### config.mk
export PLATFORM = sky130hd
export DESIGN_NAME = instr_fetch_ctrl
export DESIGN_NICKNAME = d
export VERILOG_FILES = /design/src/rtl/instr_fetch_ctrl.sv
export SDC_FILE = /design/constraint.sdc
export NUM_CORES = 1
export LEC_CHECK = 0
export ABC_AREA = 0
export CORE_ASPECT_RATIO = 1.25
export CORE_UTILIZATION = 40
export CTS_BUF_LIST = sky130_fd_sc_hd__clkbuf_4
export CTS_CLUSTER_DIAMETER = 100
export DETAILED_ROUTE_END_ITERATION = 8
export HOLD_SLACK_MARGIN = 0.12
export PLACE_DENSITY = 0.66
export SLEW_MARGIN = 15
export SYNTH_ARGS = -nofsm -noshare
export SYNTH_HDL_FRONTEND = slang
export SYNTH_SLANG_ARGS = --single-unit
### constraint.sdc
create_clock -name clk -period 3.3 [get_ports clk]
set_input_delay 0.66 -clock clk [delete_from_list [all_inputs] [get_ports clk]]
set_output_delay 0.66 -clock clk [all_outputs]
set_load 0.005 [all_outputs]
### src/rtl/instr_fetch_ctrl.sv
// instr_fetch_ctrl
//   Fetch sequencer for a byte-addressed instruction memory that returns data
//   combinationally. It owns the PC and drives it as the memory address. Each
//   returned word is stored with its PC in a small prefetch queue, and the
//   queue head goes to decode over a valid/ready handshake.
//
// Ports
//   clk, rst_n      clock (rising edge) and asynchronous active-low reset
//   start           one-cycle pulse that moves the controller from IDLE to FETCH
//   imem_addr       byte address to instruction memory (always the PC)
//   imem_data       instruction word for imem_addr
//   redirect_valid  redirect_pc  branch/jump target; flushes the queue
//   out_valid       out_ready    decode handshake for the queue head
//   out_instr       out_pc       head instruction and its PC
//   halted          controller is in HALT
//   fault           sticky flag: the last HALT entry was a misaligned redirect
//
// Optional feature, macro FETCH_PERF_EN:
//   perf_fetched    count of pushes (saturating)
//   perf_stalls     FETCH cycles lost because the queue was full (saturating)
module instr_fetch_ctrl #(
    parameter logic [31:0] RESET_PC  = 32'h0,
    parameter int          MEM_BYTES = 128,
    parameter int          DEPTH     = 2
) (
    input  logic        clk,
    input  logic        rst_n,
    input  logic        start,
    output logic [31:0] imem_addr,
    input  logic [31:0] imem_data,
    input  logic        redirect_valid,
    input  logic [31:0] redirect_pc,
    output logic        out_valid,
    input  logic        out_ready,
    output logic [31:0] out_instr,
    output logic [31:0] out_pc,
    output logic        halted,
    output logic        fault
`ifdef FETCH_PERF_EN
    ,
    output logic [31:0] perf_fetched,
    output logic [31:0] perf_stalls
`endif
);

    localparam int          PW        = (DEPTH > 1) ? $clog2(DEPTH) : 1;
    localparam int          CW        = PW + 1;
    localparam logic [31:0] LAST_ADDR = 32'(MEM_BYTES - 4);

    typedef enum logic [1:0] {IDLE, FETCH, HALT} state_t;

    state_t                  state;
    logic [31:0]             pc;
    logic [DEPTH-1:0][31:0]  q_instr;
    logic [DEPTH-1:0][31:0]  q_pc;
    logic [PW-1:0]           head;
    logic [PW-1:0]           tail;
    logic [CW-1:0]           count;

    logic pop;
    logic in_bounds;
    logic has_room;
    logic push;
    logic redir_misaligned;

    // A full queue still accepts a push when its head leaves on the same
    // edge. Both pointers address the same slot in that case, and the old
    // entry has already been consumed.
    assign pop              = (count != '0) && out_ready;
    assign in_bounds        = (pc <= LAST_ADDR);
    assign has_room         = (count < CW'(DEPTH)) || pop;
    assign push             = (state == FETCH) && !redirect_valid && in_bounds && has_room;
    assign redir_misaligned = (redirect_pc[1:0] != 2'b00);

    always_ff @(posedge clk or negedge rst_n) begin
        if (!rst_n) begin
            state   <= IDLE;
            pc      <= RESET_PC;
            fault   <= 1'b0;
            head    <= '0;
            tail    <= '0;
            count   <= '0;
            q_instr <= '0;
            q_pc    <= '0;
        end else if (redirect_valid) begin
            // A redirect overrides everything else: it drops any same-cycle
            // push and treats any same-cycle pop as taken, because the whole
            // queue is discarded.
            head  <= '0;
            tail  <= '0;
            count <= '0;
            if (redir_misaligned) begin
                state <= HALT;
                fault <= 1'b1;
            end else begin
                pc    <= redirect_pc;
                fault <= 1'b0;
                if (state == HALT)
                    state <= FETCH;
            end
        end else begin
            case (state)
                IDLE:    if (start) state <= FETCH;
                FETCH:   if (!in_bounds) state <= HALT;
                default: ;
            endcase
            if (push) begin
                q_instr[tail] <= imem_data;
                q_pc[tail]    <= pc;
                tail          <= tail + 1'b1;
                pc            <= pc + 32'd4;
            end
            if (pop)
                head <= head + 1'b1;
            count <= count + CW'(push) - CW'(pop);
        end
    end

    // All outputs come from state registers only. There is no combinational
    // path from out_ready or redirect_valid to any output.
    assign imem_addr = pc;
    assign out_valid = (count != '0);
    assign out_instr = q_instr[head];
    assign out_pc    = q_pc[head];
    assign halted    = (state == HALT);

`ifdef FETCH_PERF_EN
    logic stall;
    // A stall is a FETCH cycle in which a push was possible except for the
    // full queue. Redirect and end-of-image cycles do not count as stalls.
    assign stall = (state == FETCH) && !redirect_valid && in_bounds && !has_room;

    always_ff @(posedge clk or negedge rst_n) begin
        if (!rst_n) begin
            perf_fetched <= '0;
            perf_stalls  <= '0;
        end else begin
            if (push && (perf_fetched != 32'hFFFF_FFFF))
                perf_fetched <= perf_fetched + 32'd1;
            if (stall && (perf_stalls != 32'hFFFF_FFFF))
                perf_stalls <= perf_stalls + 32'd1;
        end
    end
`endif

endmodule

Word-level counts from Yosys, hierarchy flattened:

Index checks and enable logic that the tools add are counted.
Widths: inputs -> output; s select.

* flip-flop bits (word level): 167
* bits in latches: 0
* bits in writable memories: 0
* memory bits (read-only): 0
* input bits: 69
* output and inout bits: 99
* logic and storage cells: 66
* memories: 0

* add/sub/neg operators: 5
* $mul: 0
* divide/modulo/power cells: 0
* order comparisons: 5
* equality and inequality tests: 6
* shifts and indexed selects: 0
* multiplexer cells: 23
* bitwise logic cells: 1
* reductions and logical operators: 16

Operators by type and width (count)
* $mux 32: 8
* $bwmux 64: 2
* $add 32x3->32 const B: 1
* $demux 32 s1: 1
* $le 32x7->1 const B: 1
* $mux 2: 6
* $reduce_bool 2->1: 4
* $ne 3x3->1 const B: 2
* $logic_and 1x1->1: 5
* $mux 1: 5
* $lt 1x2->1 const B: 2
* $pmux 2 s2: 1
* $reduce_and 2->1: 2
* $reduce_and 4->1: 1
* $ne 3x1->1 const B: 1
* $reduce_bool 3->1: 1
* $add 1x1->1 const B: 2
* $add 2x1->2: 1
* $eq 2x1->1 const B: 1
* $eq 2x2->1 const B: 1
* $logic_not 2->1: 1
* $lt 2x2->1 const B: 1
* $ne 2x2->1 const B: 1
* $sub 2x1->2: 1
* 4 further kinds: 4

Logic depth before layout (Yosys ltp):

Gate-level depths: netlist of run 1.

* depth after elaboration: 7
* depth in mapped cells: 10

Worst setup path before layout of run 1:

OpenSTA, ideal clock, no wires.

* kind: input to register
* start point: input redirect_valid
* end point: register count[0]
* setup time: 0.132 ns
* arrival: 2.511 ns
* slack: 0.656 ns
* cell stages on the path: 9
* buffers on the path: 2
* path through: buf_2 nor4_2 nand4_1 or4_1 buf_2 ha_1 inv_1 ha_1 nor2b_1

* longest elaborated chain between the ends: 7

RTL lines
* from (decl): RTL line 31 `input logic redirect_valid,`
* $logic_not 1->1: RTL line 72 `assign push = (state == FETCH) && !redirect_valid && in_bounds && has_room;`
* $logic_and 1x1->1 (3 in series): RTL line 72
* $add 2x1->2: RTL line 115 `count <= count + CW'(push) - CW'(pop);`
* $sub 2x1->2: RTL line 115
* $mux 2 *: RTL line 85 `end else if (redirect_valid) begin`
* to (signal assigned): RTL line 115
* to (decl): RTL line 58 `logic [CW-1:0] count;`

Every way passes the cells marked *; elsewhere a longest branch is shown, timed or not.
A chain may end at the register's enable or synchronous reset.

Final worst setup path of run 1:

* start point: register head
* end point: output out_pc[0]

* longest elaborated chain between the ends: 2

RTL lines
* from (decl): RTL line 56 `logic [PW-1:0] head;`
* from (signal assigned): RTL line 114 `head <= head + 1'b1;`
* $mux 32 (not written as such) (2 in series): RTL line 124 `assign out_pc = q_pc[head];`
* to (decl): RTL line 36 `output logic [31:0] out_pc,`

Every way passes these cells. The select of a mux whose other input is x is not followed.

==> results.toml, run 1 <==
[timing]
rsz0062_at_grt = "false"
fin_crit_ns = 3.05
relSlewSlack = 0.438
fmax_mhz = 328
post-route-period-util = 0.924
skew_ns = 0.0208
drv_slew = 0
hold_viol_final = 0
setup_violations = 0
tns_ns = 0
worst_pin_slew_ns = 0.840

[logic_synthesis]
ys.flop_type = "dfrtp_1"
synth_top_area_share = 0.576
synth_nets = 638
ys_seq_area_frac = 0.576
synth.distinct_cells = 42
postSynthCellCount = 566
syn-cell-area_sq_um = 7260
synth_edf_count = 0
synth_most_common_cell = "dfrtp_1"
yosysTopAreaCell = "dfrtp_1"
yosys-top-cells-area = "dfrtp_1, mux2_2, mux2_1, nor2b_1, and2_1"
synth.avg_cell_area_sq_um = 12.8
synth_common_cells = "dfrtp_1, mux2_2, mux2_1"
synthArstFlopShare = 1.00
ys_warn_count = 0
synth-seq-cells = 167

[routing]
vias = 5018
drc = 0
detail-route-antenna-nets = 0
viasPerCell = 5.16
routedWlPerCell_um = 17.4
firstDrtPassIters = 4
first_iter_violations = 234
wl_um = 16900

[finish]
fin_nets = 808
num_antenna_cells = 0
fillers = 1490
drive_gt1_frac = 0.216
area_growth_syn_to_layout_pct = 31.4

[floorplanning]
rows = 54
die_w_um = 123
die_area_sq_um = 18700
coreArea_sq_um = 17600
die_h_um = 153
start_util = 0.412
io_pins = 168

[clock_network]
cts_root_buffer = "clkbuf_4"
clkTransAtPathRegs_ns = 0.12
cts_buffers = 17
cts_max_level = 4
cts_sinks = 167
cts_buffer_depth = 2
cts_setup_buffers = 0
cts_tree = "yes"
clk_latency_ns = 0.56

[critical_path]
worstSetupPathType = "flop to output port"
required_ns = 2.64
crit_fanout = 20
start_kind = "flop"
worstPathArrival_ns = 2.39
end_kind = "output port"

[worst_hold_path]
min_path_type = "flop to flop"

[job]
cap_viol_max_count = 0

[placement]
gp_congestion = 0.884
dp_hpwl_um = 11500
io_buffers = 167

[pwr]
p_leak_nw = 4.48
p_per_area_nw_per_um2 = 413
p_total_mw = 3.95
peakVddDrop_mv = 0.206

[status]
status = "completed"

[grt]
grt_pass1_wl_um = 27700
grt_max_degree = 83
grt_pass1_vias = 5414
use_met3 = 0.0588
track_usage = 0.191
grtUsageMet2 = 0.317
overflow = 0
use_met1 = 0.232
busiest_layer = "met2"
antenna_found_initial = 0
[power breakdown]
| group | internal [mW] | switching (mW) | total (mW) |
|---|---|---|---|
| combinational | 0.279 | 0.200 | 0.479 |
| clock | 0.537 | 0.701 | 1.24 |
| sequential | 2.12 | 0.113 | 2.23 |
| total | 2.93 | 1.01 | 3.95 |
[cell type report]
cell class,instances,area (sq um),area share
flip-flops and latches,167,4180,0.438
clock inverters,13,155,0.0163
clock buffers,19,143,0.0149
multi-input cells,361,2910,0.305
well taps,224,280,0.0294
inverters,7,26.3,0.00275
repair buffers,182,1850,0.194
[through the flow]
step           hold slack (ns)   util  setup slack, ns  std cells  instance area [sq um]
2_1_floorplan            0.364      -            0.656        566                   7260
3_3_place_gp             0.463  0.524            0.332        940                   9240
5_1_grt                  0.503  0.541           0.0899        973                   9540
6_report                 0.495  0.541            0.251        973                   9540
4_1_cts                  0.497  0.541            0.144        973                   9540
3_5_place_dp             0.465  0.524            0.289        940                   9240
[layout by cell type (no fill, tap or decap), types with 4 or more instances in the layout]
cell | Yosys | layout
and2_1 | 28 | 28
a21oi_1 | 16 | 16
clkinvlp_4 | 0 | 4
nand3_1 | 7 | 7
buf_12 | 0 | 5
o21ai_0 | 12 | 12
nor4_1 | 6 | 6
mux2_2 | 107 | 107
buf_4 | 1 | 9
dfrtp_1 | 167 | 166
inv_1 | 7 | 7
nand4_1 | 7 | 7
a31oi_1 | 9 | 9
o22a_1 | 8 | 8
clkbuf_4 | 0 | 19
nand2_1 | 32 | 32
clkdlybuf4s50_1 | 0 | 166
nor3_1 | 6 | 5
mux2_1 | 36 | 36
nor2_1 | 18 | 18
nand2b_1 | 5 | 5
nor2b_1 | 29 | 28
[critical path, stage by stage, from the launching register on]
cell and delay, ns:
dfrtp_2 0.62, buf_4 0.37, mux2_2 0.37, clkdlybuf4s50_1 0.48
[registers in the layout, summed over array words and instances (netlist names)]
register,flops
q_instr,64
q_pc,64
imem_addr,32
count,2
state,2
fault,1
head,1
tail,1
[path summary, 6_finish.rpt]
path                               startpoint     endpoint  slack [ns]  depth (start not counted)
worst max-delay path                     head    out_pc[0]        0.25                          3
worst min-delay path              q_instr[14]  q_instr[14]        0.49                          1
worst max register to register  imem_addr[23]     count[1]        0.70                          8
worst min register to register    q_instr[14]  q_instr[14]        0.49                          1
max in group asynchronous               rst_n     q_pc[56]        1.69                          3
min in group asynchronous               rst_n  q_instr[50]        0.70                          2
[per-layer routing]
layer | up-vias | wire, um | part of all wire
li1 | 2328 | - | -
met1 | 2492 | 7180 | 0.42
met2 | 175 | 8330 | 0.49
met3 | 23 | 1220 | 0.072
met4 | 0 | 207 | 0.012
met5 | - | 0 | 0
[kinds of logic (layout without fill, tap and decap cells)]
| logic type | count (synthesis) | in the layout | synth area share |
|---|---|---|---|
| flops | 167 | 167 | 0.576 |
| xor+xnor | 4 | 4 | 0.00483 |
| mux | 144 | 144 | 0.223 |
| buf+inv | 38 | 221 | 0.0257 |
| compound gates | 55 | 55 | 0.0477 |
| simple gates | 155 | 155 | 0.118 |
| fa+ha+maj | 3 | 3 | 0.00517 |
[what timing repair did]
action / CTS / global route
setup endpoints to repair: 0 / 0
hold buffers: 1 / 0
endpoints found under the hold margin: 9 / 0
gates resized for setup: 0 / 0
Power figures use the tool's default switching activity.
==> run 2: changes to the inputs <==
HOLD_SLACK_MARGIN = default   (was 0.12)
RECOVER_POWER = 50   (was default)
==> run 2 against run 1 <==
Net effect:
- the run now ends with capacitance limit, slew limit left
- worst setup slack worse by 0.0026 ns
- clock skew is 0.0057 ns higher
- sequential power hardly changed
- die area stayed put
- clock-buffer cell count stayed put
- design area is 0.90% lower
- routed wire length hardly changed
- combinational power is 4.2% lower
- flip-flop and latch count stayed put
- register-to-register slack worse by 0.44 ns
==> results.toml, run 2 (same netlist as run 1, synthesis figures left out) <==
[timing]
hold_viol_final = 0
relSlewSlack = -0.403
skew_ns = 0.0266
setup_violations = 0
drv_slew = 83
fin_crit_ns = 3.05
tns_ns = 0
fmax_mhz = 328
worst_pin_slew_ns = 2.10
rsz0062_at_grt = "false"
post-route-period-util = 0.925

[floorplanning]
die_area_sq_um = 18700
die_w_um = 123
io_pins = 168
coreArea_sq_um = 17600
start_util = 0.412
rows = 54
die_h_um = 153

[critical_path]
crit_fanout = 20
cp_slowest_stage_delay_ns = 0.62
rr_worst_depth = 6
slowest_stage = "dfrtp_2"
path_cells = "buf_4 -> mux2_2 -> clkdlybuf4s50_1"
r2r-end = "q_pc[3]"
worstSetupPathType = "flop to output port"
end_kind = "output port"
rrSetupSlack_ns = 0.26
worstPathArrival_ns = 2.39
start_kind = "flop"
r2r-start = "imem_addr[23]"
required_ns = 2.64

[status]
violations = "capacitance limit, slew limit"
status = "finished, violations left"

[clock_network]
cts_tree = "yes"
cts_setup_buffers = 0
cts-resized-gates = 0
cts.hold.buffers_added = 0
clkTransAtPathRegs_ns = 0.12
cts_root_buffer = "clkbuf_4"
clk_latency_ns = 0.56
cts_max_level = 4
cts_sinks = 167
cts_buffer_depth = 2
cts_buffers = 17

[job]
cap_viol_max_count = 2

[pwr]
peakVddDrop_mv = 0.206
p_per_area_nw_per_um2 = 415
p_leak_nw = 4.45
p_total_mw = 3.93

[worst_hold_path]
holdPathStages = 1
min_to = "q_instr[14]"
holdCritStartpoint = "q_instr[14]"
min_path_type = "flop to flop"

[grt]
grt_pass1_vias = 5414
grt_pass1_wl_um = 27700
overflow = 0
track_usage = 0.191
grt_max_degree = 83
antenna_found_initial = 0

[placement]
dp.cells = 940
gp_congestion = 0.884
dp_hpwl_um = 11500
io_buffers = 167

[finish]
area_growth_syn_to_layout_pct = 30.2
num_antenna_cells = 0
final_util = 0.536
instances_no_fill = 972
fin_nets = 807
drive_gt1_frac = 0.210
final_cell_mix = "dfrtp_1, clkdlybuf4s50_1, mux2_2"
final_common_cell = "dfrtp_1"

[routing]
wl_um = 16900
drc = 0
vias = 5049
first_iter_violations = 207
routedWlPerCell_um = 17.4
detail-route-antenna-nets = 0
viasPerCell = 5.19
firstDrtPassIters = 4
[run 2: cell count changes in the layout (fill, tap and decap cells not counted)]
cell	change
clkdlybuf4s50_1	-25
dlygate4sd3_1	+24
buf_4	-4
clkbuf_2	+4
buf_12	-3
clkbuf_1	+3
buf_6	-1
clkbuf_4	+1
nor2b_1	+1
nor2b_4	-1
nor4_1	+1
nor4_2	-1
[run 2: worst max-delay path, delay by kind of cell, from the launching register on]
family                 cells  cell delay, ns
buffers and inverters      2            0.85
flip-flops                 1            0.62
multiplexers               1            0.37
[run 2: power breakdown]
group	leakage [nW]	switching, mW	internal (mW)
registers	2.24	0.111	2.12
clock network	0.150	0.704	0.537
logic	2.07	0.200	0.259
total	4.45	1.02	2.91
[run 2: worst max-delay path by stage]
| stage | start | to | depth (start not counted) |
|---|---|---|---|
| 5_1_grt | imem_addr[23] | q_pc[3] | 6 |
| 4_1_cts | head | out_pc[0] | 3 |
| 3_3_place_gp | redirect_valid | count[1] | 9 |
| 3_5_place_dp | redirect_valid | count[0] | 8 |
| 6_report | head | out_pc[0] | 3 |
| 2_1_floorplan | redirect_valid | count[0] | 9 |
[run 2: area by class of cell]
type	instances	area, sq um
clock buffer	19	143
clock inverter	13	155
fill	1503	8180
inverter	7	26.3
multi-input combinational	361	2890
sequential	167	4180
tap	224	280
timing repair buffer	181	1780
[run 2: routing by layer]
layer  track usage  up-vias  wire [um]
met5             0        -          0
met3        0.0588       21       1270
met1         0.232     2520       7180
met4        0.0650        0        204
li1              -     2332          -
met2         0.317      176       8290
[run 2: metrics by stage]
stage	setup WS, ns	cell area (sq um)	hold WS, ns
after detailed placement	0.289	9240	0.465
final	0.248	9460	0.494
after global routing	0.0841	9460	0.503
after CTS	0.144	9530	0.110
after global placement	0.332	9240	0.463
after floorplan	0.656	7260	0.364
==> run 3: changes to the inputs <==
==> constraint.sdc (replaced) <==
create_clock -name clk -period 3.3 [get_ports clk]
set_input_delay 0.33 -clock clk [delete_from_list [all_inputs] [get_ports clk]]
set_output_delay 0.33 -clock clk [all_outputs]
set_load 0.005 [all_outputs]
==> run 3 against run 2 <==
Net effect:
- the flow still finishes with violations (capacitance limit, slew limit)
- die area unchanged
- design area is essentially flat
- routed wire length hardly changed
- worst setup slack improved by 0.29 ns
- worst hold slack worse by 0.22 ns
- first-iteration DRC count up 18%
- flip-flop and latch count did not move
- sequential power about the same
- clock power fell by 5%
- clock skew about the same
==> results.toml, run 3 (same netlist as run 1, synthesis figures left out) <==
[clock_network]
cts_max_level = 4
cts-resized-gates = 0
cts_root_buffer = "clkbuf_4"
cts_sinks = 167
cts_buffers = 17
cts_buffer_depth = 2
clkTransAtPathRegs_ns = 0.14
clk_latency_ns = 0.57
cts_tree = "yes"

[critical_path]
path_cells = "buf_4 -> mux2_2 -> clkdlybuf4s50_1"
cpLargestDelayFamily = "buffers and inverters"
required_ns = 2.97
worstSetupPathType = "flop to output port"
worstPathArrival_ns = 2.43
crit_fanout = 19
cp_slowest_stage_delay_ns = 0.68
path_buf_inv = 2
end_kind = "output port"
start_kind = "flop"
slowest_stage = "dfrtp_2"

[timing]
post-route-period-util = 0.837
worst_pin_slew_ns = 2.26
rsz0062_at_grt = "false"
fmax_mhz = 362
drv_slew = 92
hold_viol_final = 0
skew_ns = 0.0265
fin_hold_ws_ns = 0.275
tns_ns = 0
relSlewSlack = -0.508
fin_crit_ns = 2.76
setup_violations = 0

[pwr]
pwr-share-comb = 0.118
p_per_area_nw_per_um2 = 408
intPower_mw = 2.82
seqPwrFrac = 0.577
peakVddDrop_mv = 0.255
p_leak_nw = 4.43
power_switching_mw = 1.04
sw_frac_of_total = 0.269
p_total_mw = 3.85
clock_power_share = 0.306

[finish]
instances_no_fill = 969
final_common_cell = "dfrtp_1"
fillers = 1497
area_growth_syn_to_layout_pct = 30.1
multi_input_area_sq_um = 2900
fin_nets = 804
final_cell_mix = "dfrtp_1, clkdlybuf4s50_1, mux2_2"
drive_gt1_frac = 0.207
fin_area_sq_um = 9450
layout.area.seq_sq_um = 4180
num_antenna_cells = 0

[routing]
firstDrtPassIters = 5
vias = 5001
detail-route-antenna-nets = 0
first_iter_violations = 245
drc = 0
viasPerCell = 5.16
routedWlPerCell_um = 17.5
wl_um = 16900

[grt]
grt_pass1_vias = 5418
track_usage = 0.190
grt_pass1_wl_um = 27700
grt_max_degree = 93
overflow = 0
antenna_found_initial = 0

[floorplanning]
rows = 54
start_util = 0.412
io_pins = 168
die_w_um = 123
coreArea_sq_um = 17600
die_h_um = 153
die_area_sq_um = 18700

[job]
cap_viol_max_count = 1

[placement]
io_buffers = 167
gp_congestion = 0.911
dp_hpwl_um = 11500
placed_area_sq_um = 9180
dp.cells = 936

[status]
status = "finished, violations left"
violations = "capacitance limit, slew limit"

[worst_hold_path]
min_path_type = "primary input to flop"
run 3: worst register-to-register path: cells and delay by family (launching register included):
kind                     cells  cell delay, ns
adder cells (fa/ha/maj)      2            0.53
flip-flops                   1            0.47
buffers and inverters        1            0.04
AND/OR/NAND/NOR              4            1.38
XOR/XNOR                     1            0.16
run 3: power groups by stage:
| stage | registers, mW | clock network, mW | logic, mW |
|---|---|---|---|
| 3_5_place_dp | 2.26 | 0 | 0.482 |
| 3_3_place_gp | 2.26 | 0 | 0.480 |
| 4_1_cts | 2.22 | 1.24 | 0.488 |
| 6_report | 2.22 | 1.18 | 0.453 |
| 2_1_floorplan | 2.24 | 0 | 0.156 |
| 5_1_grt | 2.24 | 1.32 | 0.502 |
run 3: layout make-up:
class | instances | area share
tap | 224 | 0.0297
sequential | 167 | 0.442
timing repair buffer | 178 | 0.188
multi-input combinational | 361 | 0.307
inverter | 7 | 0.00278
clock inverter | 15 | 0.0162
clock buffer | 17 | 0.0135
run 3: timing repair:
action / CTS / global route
endpoints found under the hold margin: 90 / 0
buffers inserted: 0 / 0
hold buffers: 1 / 0
setup endpoints to repair: 0 / 0
run 3: stage by stage:
stage,utilization,setup slack [ns]
5_1_grt,0.536,0.212
2_1_floorplan,-,0.959
6_report,0.536,0.539
3_3_place_gp,0.521,0.446
3_5_place_dp,0.521,0.407
4_1_cts,0.537,0.417
run 3: path summary, 6_finish.rpt:
kind | start | endpoint | slack [ns] | depth (start not counted)
worst min register to register | q_pc[5] | q_pc[5] | 0.49 | 1
max in group asynchronous | rst_n | q_instr[11] | 0.74 | 3
worst max register to register | imem_addr[23] | count[1] | 0.60 | 8
min in group asynchronous | rst_n | q_instr[18] | 0.96 | 2
worst max-delay path | head | out_pc[1] | 0.54 | 3
worst min-delay path | redirect_pc[26] | imem_addr[26] | 0.28 | 3
run 3: layer usage:
metal	global-route usage	wire, um	vias to the layer above
li1	-	-	2332
met1	0.233	7120	2488
met2	0.314	8360	163
met3	0.0651	1250	18
met4	0.0528	193	0
met5	0	0	-
